<file path="src/rtl/cursor_pkg.sv">
// cursor_pkg -- shared types and helpers for the cursor controller.
//
// Contents:
//   dir_t       move codes on the dir input (0 none, 1 up, 2 down, 3 left, 4 right)
//   state_t     acceleration FSM states (IDLE / MOVE / ACCEL)
//   base_step   step size before any acceleration doubling
//   dir_is_move 1 when a dir code requests a move (codes 5-7 count as none)
package cursor_pkg;

  typedef enum logic [2:0] {
    DIR_NONE  = 3'd0,
    DIR_UP    = 3'd1,
    DIR_DOWN  = 3'd2,
    DIR_LEFT  = 3'd3,
    DIR_RIGHT = 3'd4
  } dir_t;

  typedef enum logic [1:0] {
    IDLE  = 2'd0,
    MOVE  = 2'd1,
    ACCEL = 2'd2
  } state_t;

  function automatic int base_step(input logic fast, input int step, input int fast_step);
    return fast ? fast_step : step;
  endfunction

  function automatic logic dir_is_move(input logic [2:0] d);
    return (d >= DIR_UP) && (d <= DIR_RIGHT);
  endfunction

endpackage

</file>
<file path="src/rtl/cursor_axis.sv">
// cursor_axis -- one coordinate of the cursor: step, clamp/wrap and edge detect.
//
// Parameters:
//   WIDTH           coordinate width
//   MIN / MAX       inclusive bounds of this axis
//   INIT            position loaded by reset
// Ports:
//   clk, rst_n      clock and asynchronous active-low reset
//   en              update enable (low while reset release is being retimed)
//   inc / dec       move this axis up or down by step this frame (exclusive)
//   wrap_en         1 = jump to the opposite bound when crossing, 0 = clamp
//   step            step magnitude, WIDTH+2 bits
//   pos             registered position
//   moved           combinational: next position differs from current
//   hit_edge        combinational: this update hit or crossed a bound
module cursor_axis
  import cursor_pkg::*;
#(
  parameter int WIDTH = 10,
  parameter int MIN   = 0,
  parameter int MAX   = 639,
  parameter int INIT  = 100
) (
  input  logic             clk,
  input  logic             rst_n,
  input  logic             en,
  input  logic             inc,
  input  logic             dec,
  input  logic             wrap_en,
  input  logic [WIDTH+1:0] step,
  output logic [WIDTH-1:0] pos,
  output logic             moved,
  output logic             hit_edge
);

  localparam int SW = WIDTH + 2;

  // Bad bounds must stop the build rather than produce a silently wrong cursor.
  if (MIN > INIT || INIT > MAX || MAX >= (1 << WIDTH)) begin : g_param_check
    $error("cursor_axis: require MIN <= INIT <= MAX < 2**WIDTH");
  end

  localparam logic signed [SW-1:0] MIN_S = SW'(MIN);
  localparam logic signed [SW-1:0] MAX_S = SW'(MAX);
  localparam logic [WIDTH-1:0]     MIN_U = WIDTH'(MIN);
  localparam logic [WIDTH-1:0]     MAX_U = WIDTH'(MAX);
  localparam logic [WIDTH-1:0]     INIT_U = WIDTH'(INIT);

  logic [WIDTH-1:0]     pos_q, pos_d;
  logic signed [SW-1:0] cur_s, nxt_s;
  logic                 hit;

  always_comb begin
    // Two extra bits: one for the sign of an underflow, one for headroom
    // above 2**WIDTH, so out-of-range results are never aliased.
    cur_s = signed'({2'b00, pos_q});
    nxt_s = cur_s;
    if (inc) begin
      nxt_s = cur_s + signed'(step);
    end else if (dec) begin
      nxt_s = cur_s - signed'(step);
    end

    pos_d = pos_q;
    hit   = 1'b0;
    if (en && (inc || dec)) begin
      if (nxt_s > MAX_S) begin
        pos_d = wrap_en ? MIN_U : MAX_U;
        hit   = 1'b1;
      end else if (nxt_s < MIN_S) begin
        pos_d = wrap_en ? MAX_U : MIN_U;
        hit   = 1'b1;
      end else begin
        pos_d = nxt_s[WIDTH-1:0];
        hit   = (nxt_s == MIN_S) || (nxt_s == MAX_S);
      end
    end
  end

  always_ff @(posedge clk or negedge rst_n) begin
    if (!rst_n) begin
      pos_q <= INIT_U;
    end else begin
      pos_q <= pos_d;
    end
  end

  assign pos      = pos_q;
  assign moved    = (pos_d != pos_q);
  assign hit_edge = hit;

endmodule

</file>
<file path="src/rtl/cursor_ctrl.sv">
// cursor_ctrl -- frame-rate cursor position controller.
//
// Optional feature: define CURSOR_ACCEL_EN to compile in the hold-to-accelerate
// FSM (IDLE/MOVE/ACCEL) and its held-frame counter; the step doubles in ACCEL.
// Without the macro the step is always the base step.
//
// Ports:
//   frame_clk      sole clock, one update per rising edge
//   Reset_n        asynchronous active-low reset, release retimed to frame_clk
//   dir[2:0]       0 none, 1 up, 2 down, 3 left, 4 right, 5-7 none
//   fast           use FAST_STEP instead of STEP
//   wrap_en        1 = wrap to opposite bound, 0 = clamp
//   pos_x, pos_y   registered cursor position
//   moving         registered: last update changed the position
//   at_edge        registered: last update hit or crossed a bound
module cursor_ctrl
  import cursor_pkg::*;
#(
  parameter int WIDTH        = 10,
  parameter int X_MIN        = 0,
  parameter int X_MAX        = 639,
  parameter int Y_MIN        = 32,
  parameter int Y_MAX        = 479,
  parameter int X_INIT       = 100,
  parameter int Y_INIT       = 32,
  parameter int STEP         = 1,
  parameter int FAST_STEP    = 2,
  parameter int ACCEL_FRAMES = 8
) (
  input  logic             frame_clk,
  input  logic             Reset_n,
  input  logic [2:0]       dir,
  input  logic             fast,
  input  logic             wrap_en,
  output logic [WIDTH-1:0] pos_x,
  output logic [WIDTH-1:0] pos_y,
  output logic             moving,
  output logic             at_edge
);

  localparam int SW = WIDTH + 2;

  // Reset release: run_q rises on the first edge after Reset_n goes high and
  // the state flops act as the second stage, so the first move lands on the
  // second edge after release. Assertion stays fully asynchronous.
  logic run_q, run_d;
  assign run_d = 1'b1;

  always_ff @(posedge frame_clk or negedge Reset_n) begin
    if (!Reset_n) begin
      run_q <= 1'b0;
    end else begin
      run_q <= run_d;
    end
  end

  // Direction decode into per-axis controls.
  logic x_inc, x_dec, y_inc, y_dec;
  assign x_inc = (dir == DIR_RIGHT);
  assign x_dec = (dir == DIR_LEFT);
  assign y_inc = (dir == DIR_DOWN);
  assign y_dec = (dir == DIR_UP);

  logic [SW-1:0] base_step_w;
  logic [SW-1:0] step_w;
  assign base_step_w = SW'(base_step(fast, STEP, FAST_STEP));

`ifdef CURSOR_ACCEL_EN
  localparam int CNT_W = $clog2(ACCEL_FRAMES + 1);
  localparam logic [CNT_W-1:0] CNT_SAT = CNT_W'(ACCEL_FRAMES);

  state_t           state_q, state_d;
  logic [CNT_W-1:0] cnt_q, cnt_d;
  logic [2:0]       last_dir_q, last_dir_d;
  logic             dir_ok;

  assign dir_ok = dir_is_move(dir);

  // State register.
  always_ff @(posedge frame_clk or negedge Reset_n) begin
    if (!Reset_n) begin
      state_q    <= IDLE;
      cnt_q      <= '0;
      last_dir_q <= 3'd0;
    end else begin
      state_q    <= state_d;
      cnt_q      <= cnt_d;
      last_dir_q <= last_dir_d;
    end
  end

  // Next state. fast/wrap_en are deliberately absent: toggling them never
  // disturbs the hold count.
  always_comb begin
    state_d    = state_q;
    cnt_d      = cnt_q;
    last_dir_d = last_dir_q;
    if (run_q) begin
      if (!dir_ok) begin
        state_d = IDLE;
        cnt_d   = '0;
      end else begin
        last_dir_d = dir;
        case (state_q)
          IDLE: begin
            state_d = MOVE;
            cnt_d   = CNT_W'(1);
          end
          MOVE, ACCEL: begin
            if (dir != last_dir_q) begin
              // New direction: restart the hold, this frame counts as 1.
              state_d = MOVE;
              cnt_d   = CNT_W'(1);
            end else begin
              if (cnt_q != CNT_SAT) begin
                cnt_d = cnt_q + 1'b1;
              end
              if (cnt_d == CNT_SAT) begin
                state_d = ACCEL;
              end
            end
          end
          default: begin
            state_d = IDLE;
            cnt_d   = '0;
          end
        endcase
      end
    end
  end

  // Output: the step used this frame depends on the state before the edge.
  always_comb begin
    step_w = base_step_w;
    if (state_q == ACCEL) begin
      step_w = base_step_w << 1;
    end
  end
`else
  always_comb begin
    step_w = base_step_w;
  end
`endif

  logic [WIDTH-1:0] pos_x_w, pos_y_w;
  logic             moved_x, moved_y, hit_x, hit_y;

  cursor_axis #(
    .WIDTH (WIDTH),
    .MIN   (X_MIN),
    .MAX   (X_MAX),
    .INIT  (X_INIT)
  ) u_axis_x (
    .clk      (frame_clk),
    .rst_n    (Reset_n),
    .en       (run_q),
    .inc      (x_inc),
    .dec      (x_dec),
    .wrap_en  (wrap_en),
    .step     (step_w),
    .pos      (pos_x_w),
    .moved    (moved_x),
    .hit_edge (hit_x)
  );

  cursor_axis #(
    .WIDTH (WIDTH),
    .MIN   (Y_MIN),
    .MAX   (Y_MAX),
    .INIT  (Y_INIT)
  ) u_axis_y (
    .clk      (frame_clk),
    .rst_n    (Reset_n),
    .en       (run_q),
    .inc      (y_inc),
    .dec      (y_dec),
    .wrap_en  (wrap_en),
    .step     (step_w),
    .pos      (pos_y_w),
    .moved    (moved_y),
    .hit_edge (hit_y)
  );

  logic moving_q, moving_d;
  logic at_edge_q, at_edge_d;

  always_comb begin
    moving_d  = run_q & (moved_x | moved_y);
    at_edge_d = run_q & (hit_x | hit_y);
  end

  always_ff @(posedge frame_clk or negedge Reset_n) begin
    if (!Reset_n) begin
      moving_q  <= 1'b0;
      at_edge_q <= 1'b0;
    end else begin
      moving_q  <= moving_d;
      at_edge_q <= at_edge_d;
    end
  end

  assign pos_x   = pos_x_w;
  assign pos_y   = pos_y_w;
  assign moving  = moving_q;
  assign at_edge = at_edge_q;

endmodule
</file>
<file path="config.mk">
export PLATFORM = sky130hd
export DESIGN_NAME = cursor_ctrl
export DESIGN_NICKNAME = d
export VERILOG_FILES = /design/src/rtl/cursor_pkg.sv /design/src/rtl/cursor_axis.sv /design/src/rtl/cursor_ctrl.sv
export SDC_FILE = /design/constraint.sdc
export NUM_CORES = 1
export LEC_CHECK = 0
export CAP_MARGIN = 20
export CELL_PAD_IN_SITES_DETAIL_PLACEMENT = 1
export CELL_PAD_IN_SITES_GLOBAL_PLACEMENT = 2
export CORE_MARGIN = 8
export CORE_UTILIZATION = 30
export DETAILED_ROUTE_END_ITERATION = 10
export PLACE_DENSITY = 0.82
export SLEW_MARGIN = 20
export SYNTH_ARGS = -nofsm -noshare
export SYNTH_HDL_FRONTEND = slang
export SYNTH_SLANG_ARGS = --single-unit
</file>
<file path="constraint.sdc">
create_clock -name frame_clk -period 3.9 [get_ports frame_clk]
set_input_delay 0.78 -clock frame_clk [delete_from_list [all_inputs] [get_ports frame_clk]]
set_output_delay 0.78 -clock frame_clk [all_outputs]
set_load 0.005 [all_outputs]
</file>
==> results of run 1 <==
## critical path, delay by kind of cell
| kind | cells | cell delay (ns) |
|---|---|---|
| adders and majority gates | 1 | 0.24 |
| buffers and inverters | 4 | 0.53 |
| and+or+nand+nor | 5 | 1.99 |
| AOI/OAI and AO/OA | 5 | 1.03 |
## power breakdown
group | switching (µW) | internal, µW
clock network | 85.1 | 71.5
registers | 160 | 329
logic | 959 | 939
total | 1200 | 1340
## repair_timing
action | 4_1_cts | 5_1_grt
setup buffers | 3 | 0
pin swaps | 14 | 1
gates resized for setup | 22 | 3
endpoints found under the hold margin | 0 | 0
setup endpoints to repair | 12 | 2
cloned | 0 | 0
## cells in the final DEF, fill, tap and decap left out, types with 5 or more instances in the layout
cell type,n
buf_4,111
nand2_1,51
o21ai_0,38
nor2_1,30
a21oi_1,25
clkdlybuf4s50_1,24
inv_1,22
dfrtp_1,19
nand3_1,17
o22ai_1,13
and2_1,10
nor3_1,10
nand4_1,9
nor2b_1,8
or3_1,8
xnor2_1,7
xor2_1,6
ha_1,6
a211oi_1,5
## worst min-delay path by stage
| stage | to | slack, ns | from | depth (start not counted) |
|---|---|---|---|---|
| floorplan | at_edge | 0.48 | Reset_n | 0 |
| finish | u_axis_y.pos[9] | 0.49 | Reset_n | 1 |
| detailed placement | u_axis_x.pos[5] | 0.56 | u_axis_x.pos[5] | 2 |
| CTS | u_axis_x.pos[5] | 0.58 | u_axis_x.pos[5] | 2 |
| global placement | u_axis_x.pos[5] | 0.55 | u_axis_x.pos[5] | 2 |
| global route | u_axis_y.pos[9] | 0.51 | Reset_n | 1 |
## kinds of logic after synthesis
family	Yosys count	synth area share
DFF	23	0.194
xor gates and xnor gates	13	0.0381
adders and majority gates	12	0.0603
buffers and inverters	48	0.0645
AOI/OAI and AO/OA	135	0.307
and+or+nand+nor	181	0.318
muxes	5	0.0168
other	1	0.00126
## registers in the layout, indices dropped and copies added, names as in the netlist
name          count
u_axis_x.pos     10
at_edge           1
run_q             1
u_axis_y.pos     10
moving            1
## through the flow
| stage | hold slack [ns] | TNS, ns | cell area, µm² | utilization | power (µW) |
|---|---|---|---|---|---|
| finish | 0.485 | -0.512 | 4350 | 0.447 | 2540 |
| global route | 0.515 | -0.640 | 4350 | 0.447 | 2750 |
| CTS | 0.579 | -0.475 | 4340 | 0.446 | 2530 |
| detailed placement | 0.560 | -6.51 | 4180 | 0.430 | 2310 |
| global placement | 0.553 | -5.37 | 4180 | 0.430 | 2270 |
| floorplan | 0.484 | -0.683 | 3030 | - | 1370 |
## per-layer routing
metal	share of wire	up-vias
li1	-	1781
met1	0.47	1813
met2	0.47	76
met3	0.046	20
met4	0.016	0
met5	0	-
## layout make-up
class,instances,share of cell area
Multi-Input combinational cell,347,0.542
Sequential cell,23,0.134
Timing Repair Buffer,139,0.255
Clock inverter,1,0.00115
Inverter,23,0.0207
Clock buffer,3,0.00950
Tap cell,133,0.0383
==> impl_results.md, run 1 <==
- Ranking of synthesized cells by area: dfrtp_1, o21ai_0, nand2_1
- R2R Path End: moving
- Drt total wl: 12800 µm
- Post-synth ARST share: 1.00
- Starting density of the core: 0.307
- Setup violators final: 1
- CP Class: in -> reg
- CP max stage delay: 0.54 ns
- CTS clk-pin slew, worst paths: 0.09 ns
- Syn nets: approximately 440
- Global-route wire length before repair: ~21000 µm
- Synthesis warning total: 0
- Gr ovfl total: 0
- Post-synthesis cell type count: 73
- Routability Congestion: ~0.9
- Period utilisation layout: 1.13
- Flip-flop and latch area: roughly 580 µm²
- Clk_lat worst skew: around 0.27 ns
- Clk_skew: 0.00234 ns
- Most numerous cell in the Yosys netlist: nand2_1
- Synth Register Bits: 23
- Iter 0 DRT Violations: 294
- Crit Path Max Fanout: 4
- Reg2reg start: u_axis_y.pos[0]
- Sequential area share after synthesis: 0.194
- Met2 Usage GRT: 0.329
- Achievable Freq: 227 MHz
- Worst setup margin: -0.512 ns
- Cts hold-fix bufs: 0
- Clock Sinks: 23
- Max-slew violations: 0
- Period minus WS final: 4.41 ns
- Post-synthesis cell count: 418
- Worst hold path type: in -> async
- IO buf count: 28
- Post-synthesis cell area: 2990 µm²
- DR WL/cell: 19.2 µm
- Failing checks: negative setup slack
- CTS tree: yes
- Synth Flop Type: dfrtp_1
- Worst slew pin tran: 0.613 ns
- Worst-path cell chain: buf_6 > clkinvlp_4 > ha_1 > or4b_4 > or3_4 > a21o_1 > buf_4 > nand4_1 > buf_4 > o31a_1 > a221oi_1 > a221o_1 > or3_1 > or4_1 > a211o_1
- Syn avg cell area: 7.15 µm²
- PwrDens: about 590 nW/µm²
- ANT nets after route: 0
- Area leader, netlist: dfrtp_1
- Peak supply drop: approximately 0.31 mV
- GR peak layer: met2
- R2R setup slack: -0.40 ns
- Die W: 116 µm
- Core area: 9730 µm²
- Via Count: 3690
- Met3 usage: 0.0198
- Critical Path End: moving
- CP endpoint kind: register
- Initial antenna violation count: 0
- Synth cell count leaders: nand2_1, o21ai_0, nor2_1, a21oi_1, inv_1
- HPWL after detailed placement: 10500 µm
- Cts bufs inserted: 3
- CP Launch Type: input port
- GR Util met1: 0.266
- CP arrival: 4.57 ns
- Fillcell total: 1245
- Total die area: 13400 µm²
- Die Y: 116 µm
- GRT Util Overall: 0.197
- Nets@finish: 556
- Maximum root-to-sink buffer count: 2
- Crit path from: fast
- Share of Yosys cell area claimed by the top area cell type: 0.159
- Via/cell ratio: 5.52
- Post-synth EDFFs: 0
- RSZ-0062 raised after global routing: yes
- Worst slew margin: 0.591
- Cell mode on critical path: buf_4
- Non-Filler Instances: 669
- Largest net degree at the start of global routing: 23
- DRC viols: 0
- Clk root buf: clkbuf_8
- Pleak: 0.00183 µW
- Status: finished with violations
- Row cnt: 36
- Req. time, crit path: 4.06 ns
- CTS H-tree lvls: 1
- Slowest cell on crit path: or4_1
- Placed Cells incl. Taps: roughly 660
- Area growth syn-to-layout: 45.5%
- Vias in the first global route: 3993
- Max Cap Viol: 0
- Share of post-route cells with drive strength above 1: 0.289
- Fin. Hold Viols: 0
- Worst Reg-to-Reg Cells: 14
- Dpl ws: -1.26 ns
- Ant diodes: 0
- Boundary Pins: 29
- Multi-input gate area: 2360 µm²
- Drt pass-1 iters: 4
(Power assumes the default switching activity.)
==> run 2, diff against run 1 <==
- CAP_MARGIN: 20 -> unset
==> results of run 2 <==
The final DEF is identical to that of run 1; final timing and power are the same.
